## src/rtl/sram_port_arbiter.sv

```systemverilog
// rtl/sram_port_arbiter.sv - round-robin burst arbiter for the shared single-port pixel SRAM
//
// Purpose:
//   Shares one SRAM between a read-burst requester (pixel fetch) and a
//   write-burst requester (result writeback). Each SRAM access is held for
//   ACCESS_CYCLES cycles. Arbitration is round-robin at burst granularity.
//
// Ports:
//   clk, rst                 clock (rising edge), asynchronous active-high reset
//   rd_req/rd_addr/rd_len    read burst request, start address, word count
//   rd_grant/rd_done         one-cycle pulses: burst accepted / finished
//   rd_valid/rd_data         one-cycle pulse with the registered read word
//   wr_req/wr_addr/wr_len    write burst request, start address, word count
//   wr_data                  current write word from the requester
//   wr_grant/wr_done         one-cycle pulses: burst accepted / finished
//   wr_next                  one-cycle pulse: wr_data consumed, present next word
//   address/w_data/r_data    SRAM address, write data, read data
//   read_enable/write_enable SRAM strobes (never both high)
//   busy                     high whenever a burst is in progress
module sram_port_arbiter #(
  parameter int ADDR_BITS     = 16,
  parameter int DATA_BITS     = 24,
  parameter int LEN_BITS      = 5,
  parameter int MAX_BURST     = 20,
  parameter int ACCESS_CYCLES = 4
) (
  input  logic                 clk,
  input  logic                 rst,
  input  logic                 rd_req,
  input  logic [ADDR_BITS-1:0] rd_addr,
  input  logic [LEN_BITS-1:0]  rd_len,
  output logic                 rd_grant,
  output logic                 rd_valid,
  output logic [DATA_BITS-1:0] rd_data,
  output logic                 rd_done,
  input  logic                 wr_req,
  input  logic [ADDR_BITS-1:0] wr_addr,
  input  logic [LEN_BITS-1:0]  wr_len,
  input  logic [DATA_BITS-1:0] wr_data,
  output logic                 wr_grant,
  output logic                 wr_next,
  output logic                 wr_done,
  output logic [ADDR_BITS-1:0] address,
  output logic [DATA_BITS-1:0] w_data,
  input  logic [DATA_BITS-1:0] r_data,
  output logic                 read_enable,
  output logic                 write_enable,
  output logic                 busy
);

  typedef enum logic [1:0] {S_IDLE, S_RD, S_WR} state_t;

  localparam logic [3:0]          LAST_CYC = 4'(ACCESS_CYCLES - 1);
  localparam logic [LEN_BITS-1:0] MAX_LEN  = LEN_BITS'(MAX_BURST);
  localparam logic [LEN_BITS-1:0] ONE_LEN  = LEN_BITS'(1);

  state_t               state_q, state_d;
  logic                 last_wr_q, last_wr_d;   // last_served: 1 = write side
  logic [ADDR_BITS-1:0] addr_q, addr_d;
  logic [LEN_BITS-1:0]  len_q, len_d;
  logic [LEN_BITS-1:0]  beat_q, beat_d;
  logic [3:0]           cyc_q, cyc_d;
  logic [DATA_BITS-1:0] rd_data_q, rd_data_d;
  logic [DATA_BITS-1:0] w_data_q, w_data_d;
  logic                 rd_grant_q, rd_grant_d;
  logic                 wr_grant_q, wr_grant_d;
  logic                 rd_valid_q, rd_valid_d;
  logic                 rd_done_q, rd_done_d;
  logic                 wr_done_q, wr_done_d;

  logic                 pick_rd;
  logic                 beat_end;
  logic                 last_beat;
  logic [LEN_BITS-1:0]  rd_len_c;
  logic [LEN_BITS-1:0]  wr_len_c;

  function automatic logic [LEN_BITS-1:0] clamp_len(input logic [LEN_BITS-1:0] len);
    return (len > MAX_LEN) ? MAX_LEN : len;
  endfunction

  always_comb begin
    state_d    = state_q;
    last_wr_d  = last_wr_q;
    addr_d     = addr_q;
    len_d      = len_q;
    beat_d     = beat_q;
    cyc_d      = cyc_q;
    rd_data_d  = rd_data_q;
    w_data_d   = w_data_q;
    rd_grant_d = 1'b0;
    wr_grant_d = 1'b0;
    rd_valid_d = 1'b0;
    rd_done_d  = 1'b0;
    wr_done_d  = 1'b0;

    rd_len_c  = clamp_len(rd_len);
    wr_len_c  = clamp_len(wr_len);
    // Read wins when alone, or on a tie when write was served last.
    pick_rd   = rd_req && (!wr_req || last_wr_q);
    beat_end  = (cyc_q == LAST_CYC);
    last_beat = (beat_q == (len_q - ONE_LEN));

    unique case (state_q)
      S_IDLE: begin
        if (rd_req || wr_req) begin
          beat_d = '0;
          cyc_d  = '0;
          if (pick_rd) begin
            state_d    = S_RD;
            rd_grant_d = 1'b1;
            last_wr_d  = 1'b0;
            addr_d     = rd_addr;
            len_d      = rd_len_c;
          end else begin
            state_d    = S_WR;
            wr_grant_d = 1'b1;
            last_wr_d  = 1'b1;
            addr_d     = wr_addr;
            len_d      = wr_len_c;
            // Word 0 is captured on the edge that enters beat 0.
            if (wr_len_c != '0) w_data_d = wr_data;
          end
        end
      end

      S_RD: begin
        if (len_q == '0) begin
          state_d   = S_IDLE;
          rd_done_d = 1'b1;
        end else if (beat_end) begin
          rd_data_d  = r_data;
          rd_valid_d = 1'b1;
          cyc_d      = '0;
          if (last_beat) begin
            state_d   = S_IDLE;
            rd_done_d = 1'b1;
          end else begin
            beat_d = beat_q + ONE_LEN;
          end
        end else begin
          cyc_d = cyc_q + 4'd1;
        end
      end

      S_WR: begin
        if (len_q == '0) begin
          state_d   = S_IDLE;
          wr_done_d = 1'b1;
        end else if (beat_end) begin
          cyc_d = '0;
          if (last_beat) begin
            state_d   = S_IDLE;
            wr_done_d = 1'b1;
          end else begin
            beat_d   = beat_q + ONE_LEN;
            w_data_d = wr_data;
          end
        end else begin
          cyc_d = cyc_q + 4'd1;
        end
      end

      default: state_d = S_IDLE;
    endcase
  end

  always_ff @(posedge clk or posedge rst) begin
    if (rst) begin
      state_q    <= S_IDLE;
      last_wr_q  <= 1'b1;
      addr_q     <= '0;
      len_q      <= '0;
      beat_q     <= '0;
      cyc_q      <= '0;
      rd_data_q  <= '0;
      w_data_q   <= '0;
      rd_grant_q <= 1'b0;
      wr_grant_q <= 1'b0;
      rd_valid_q <= 1'b0;
      rd_done_q  <= 1'b0;
      wr_done_q  <= 1'b0;
    end else begin
      state_q    <= state_d;
      last_wr_q  <= last_wr_d;
      addr_q     <= addr_d;
      len_q      <= len_d;
      beat_q     <= beat_d;
      cyc_q      <= cyc_d;
      rd_data_q  <= rd_data_d;
      w_data_q   <= w_data_d;
      rd_grant_q <= rd_grant_d;
      wr_grant_q <= wr_grant_d;
      rd_valid_q <= rd_valid_d;
      rd_done_q  <= rd_done_d;
      wr_done_q  <= wr_done_d;
    end
  end

  // A burst state lasts exactly the beats (or the single empty cycle for
  // len 0), so the strobes follow the state and drop in the done cycle.
  assign read_enable  = (state_q == S_RD) && (len_q != '0);
  assign write_enable = (state_q == S_WR) && (len_q != '0);
  assign wr_next      = write_enable && (cyc_q == 4'd0);
  assign address      = (state_q == S_IDLE) ? '0 : addr_q + ADDR_BITS'(beat_q);
  assign busy         = (state_q != S_IDLE);
  assign rd_grant     = rd_grant_q;
  assign wr_grant     = wr_grant_q;
  assign rd_valid     = rd_valid_q;
  assign rd_done      = rd_done_q;
  assign wr_done      = wr_done_q;
  assign rd_data      = rd_data_q;
  assign w_data       = w_data_q;

endmodule

```

## config.mk

```make
export PLATFORM = sky130hd
export DESIGN_NAME = sram_port_arbiter
export DESIGN_NICKNAME = d
export VERILOG_FILES = /design/src/rtl/sram_port_arbiter.sv
export SDC_FILE = /design/constraint.sdc
export NUM_CORES = 1
export LEC_CHECK = 0
export BUFFER_PORTS_ARGS = -buffer_cell sky130_fd_sc_hd__buf_2
export CAP_MARGIN = 10
export CORE_ASPECT_RATIO = 0.6
export CORE_MARGIN = 2
export CORE_UTILIZATION = 55
export CTS_BUF_LIST = sky130_fd_sc_hd__clkbuf_8
export DETAILED_ROUTE_END_ITERATION = 10
export GPL_ROUTABILITY_DRIVEN = 0
export PLACE_DENSITY = 0.86
export SYNTH_ARGS = -nofsm -noshare
export SYNTH_HDL_FRONTEND = slang
export SYNTH_SLANG_ARGS = --single-unit
```

## constraint.sdc

```tcl
create_clock -name clk -period 7 [get_ports clk]
set_clock_uncertainty 0.05 [all_clocks]
set_input_delay 1.75 -clock clk [delete_from_list [all_inputs] [get_ports clk]]
set_output_delay 1.75 -clock clk [all_outputs]
set_load 0.02 [all_outputs]
```

==> metrics.md <==
| Metric | Value |
|---|---|
| Status | completed |
| Hold Path Class | register to register |
| Synth Area per Inst | approximately 11 um2 |
| Htree depth | 3 |
| Starting DRC count in detailed routing | between 200 and 300 |
| CP max stage cell | a21oi_1 |
| Placed instance area | ~0.0052 mm2 |
| CP endpoint kind | output port |
| Met1 Wirelength | ~4500 um |
| Die H | 72.7 um |
| TritonCTS buffer count | 9 |
| Setup Viol. Count Final | 0 |
| Pre-antenna DRT Iters | 6 |
| Max frequency | ~210 MHz |
| Number of failing hold endpoints at the final stage | 0 |
| Largest family of logic cells by synthesized area | multiplexers |
| Clk root buf | clkbuf_8 |
| Largest delay contributor family on the critical path | compound AO/OA/AOI/OAI gates |
| Largest net degree at the start of global routing | 87 |
| LEAKAGE | ~2.7 nW |
| Initial antenna violation count | 0 |
| Fin area | roughly 0.0054 mm2 |
| Via-to-Cell Ratio | 5.65 |
| Distinct cells, synth | 55 |
| Post-synth top area share | 49.2% |
| Resize count post-CTS | 0 |
| Hold endpoint | addr_q[3]$_DFFE_PP0P_ |
| Setup WS pre-CTS | roughly 2.7 ns |
| Synth Area in Simple Gates | between 10 and 15% |
| N_diodes | 0 |
| Compound-Gate Fraction of Synth Area | ~14% |
| Total grt overflow | 0 |
| Async S/R FF share, synth | between 90% and 100% |
| R2R cell count | 7 |
| Final min period | roughly 4.8 ns |
| Reg-to-Reg Start | state_q[0]$_DFFE_PP0P_ |
| Post-Route WL | 10,700 um |
| Warnings, synthesis | 0 |
| Postcts setup bufs | 0 |
| Syn Std Cell Area | 0.00432 mm2 |
| Buffers plus inverters on the worst setup path | 1 |
| Gr usage total | a little over a quarter |
| Core Region | approximately 0.0074 mm2 |
| CTS tree | yes |
| RSZ-0062 raised after global routing | no |
| Longest Clk Path Bufs | 2 |
| Total number of vias | between 3,000 and 4,000 |
| Initial Util | around three fifths |
| Max layer used | met4 |
| Clock-pin slew on the worst setup and hold paths | about 0.090 ns |
| Sequential share of the synthesized area | between 40% and 50% |
| Post-synthesis xor/xnor area fraction | approximately 1.8% |
| DRC viols | 0 |
| MaxCap Viol Count | 0 |
| Crit path arrival time | 2.96 ns |
| Antenna-violating nets left | 0 |
| Crit-path max cell delay | approximately 0.55 ns |
| Post-synthesis mux area share | around 15% |
| Critical path type | register to output port |
| Adder-Cell Fraction of Synth Area | under 10% |
| First-pass GRT wire length | 17,700 um |
| Hold Crit Depth | 2 |
| Worst slew margin | between 20% and 30% |
| WL met2 | ~5200 um |
| Routed length per instance | between 15 and 20 um |
| Hold Buf Count CTS | 0 |
| Slew @ Worst Pin | ~1.1 ns |
| Worst-skew pair later-pin latency | 0.37 ns |
| Commonest non-fill, non-tap cell in the layout | buf_2 |
| R2R setup slack | just under 4 ns |
| Required time of the worst setup path | between 5 and 6 ns |
| Fin crit share | around two thirds |
| Cell taking the most area after synthesis | dfrtp_1 |
| Setup ws final | between 2 and 2.5 ns |
| Met3 routed WL | roughly 860 um |
| Crit path max fanout | 10 |
| FP Rows | 24 |
| Layout Nets | between 600 and 700 |
| IO Count | ~170 |
| Cell Chain, Critical Path | ha_1 > fa_1 > a21o_1 > a21o_1 > a21oi_1 > o21ai_0 > a21oi_1 > buf_2 |
| Hpwl dp | slightly above 8000 um |
| Worst setup SP type | register |
| IO buf count | between 150 and 200 |
| Pwr dens | approximately 440 mW/mm2 |
| Fin. max-slew vios | 0 |
| Peak supply drop | around 0.00026 V |
| Layout cells sized above 1 | a little over two fifths |
| Commonest cells after routing, fill and taps aside | buf_2 (166), dfrtp_1 (85), mux2_2 (48), nand2_1 (32), o21ai_0 (29) |
| Synthesized netlist cell count | approximately 400 |
| Num Clock Sinks | 86 |
| Die Width | around 120 um |
| Number of global-route vias before repair | between 3,000 and 4,000 |
| RR Endpoint | beat_q[3]$_DFFE_PP0P_ |
| Most used DFF post-synth | dfrtp_1 |
| TNS Setup | 0 ns |
| Area growth syn-to-layout | 25.2% |
| Synth area leaders | dfrtp_1 (49%), mux2_2 (13%), ha_1 (3.5%) |
| Mapped Nets | 500 |
| Post-synth EDFFs | 0 |
| Die area | 0.00860 mm2 |
| Hold_sp | addr_q[3]$_DFFE_PP0P_ |
| Synthesized flop and latch total | 86 |
==> per-layer routing <==
| layer | track usage [%] | up-vias |
|---|---|---|
| li1 | - | 1757 |
| met1 | 33.4 | 1816 |
| met2 | 43.2 | 167 |
| met3 | 8.98 | 21 |
| met4 | 8.33 | 0 |
| met5 | 0 | - |
==> flip-flops by register name, summed over array words and instances, names as in the netlist, 2 cells and up <==
register / flops
len_q: 5
cyc_q: 4
state_q: 2
beat_q: 5
addr_q: 16
rd_data: 24
w_data: 24
==> stage by stage <==
| stage | hold WS (ns) | std cells | total power, W | util [%] |
|---|---|---|---|---|
| 4_1_cts | 0.451 | 666 | 0.00240 | 72.6 |
| 3_3_place_gp | 0.419 | 650 | 0.00200 | 70.1 |
| 6_report | 0.446 | 666 | 0.00239 | 72.6 |
| 2_1_floorplan | 0.405 | 393 | 0.00168 | - |
| 5_1_grt | 0.475 | 666 | 0.00256 | 72.6 |
| 3_5_place_dp | 0.431 | 650 | 0.00206 | 70.1 |
==> Yosys cell counts (6+ instances only) <==
cell,number
dfrtp_1,85
mux2_2,48
nand2_1,32
o21ai_0,29
a21oi_1,25
inv_1,24
nand3_1,13
ha_1,12
mux2i_1,12
clkbuf_1,10
or3_1,10
nor2_1,9
a222oi_1,7
xnor2_1,6
==> cells by family (layout without fill, tap and decap cells) <==
logic type / Yosys count / in the layout
buf+inv: 41 / 210
xor+xnor: 9 / 9
mux: 60 / 60
flops: 86 / 86
simple gates: 91 / 91
compound gates: 93 / 93
fa+ha+maj: 13 / 13
==> worst max path at each step <==
| stage | startpoint | to | slack, ns | cells past startpoint |
|---|---|---|---|---|
| 2_1_floorplan | beat_q[0]$_DFFE_PP0P_ | address[10] | 2.97 | 7 |
| 3_3_place_gp | beat_q[0]$_DFFE_PP0P_ | address[14] | 2.82 | 8 |
| 3_5_place_dp | beat_q[0]$_DFFE_PP0P_ | address[10] | 2.66 | 8 |
| 4_1_cts | beat_q[0]$_DFFE_PP0P_ | address[10] | 2.25 | 8 |
| 5_1_grt | beat_q[0]$_DFFE_PP0P_ | address[10] | 1.95 | 8 |
| 6_report | beat_q[0]$_DFFE_PP0P_ | address[10] | 2.24 | 8 |
==> worst reg2reg max path, cell delays in order (launching register included) <==
cell and delay (ns):
dfrtp_1 0.42, inv_1 0.10, ha_1 0.74, nor2_1 0.19
a211oi_1 0.87, nand2_1 0.26, nor4b_1 0.30, a211o_1 0.13
==> where the power goes <==
| part | switching, W | internal (W) |
|---|---|---|
| sequential | 0.000164 | 0.000723 |
| clock | 0.000198 | 0.000137 |
| combinational | 0.000710 | 0.000459 |
==> area by class of cell <==
class                      instances  area (um2)
inverter                          26        98.8
timing repair buffer             168         846
clock buffer                       9         124
tap                              104         130
clock inverter                     7        62.6
sequential                        86        2150
fill                             562        2040
multi-input combinational        266        1990
Power figures use the tool's default switching activity.
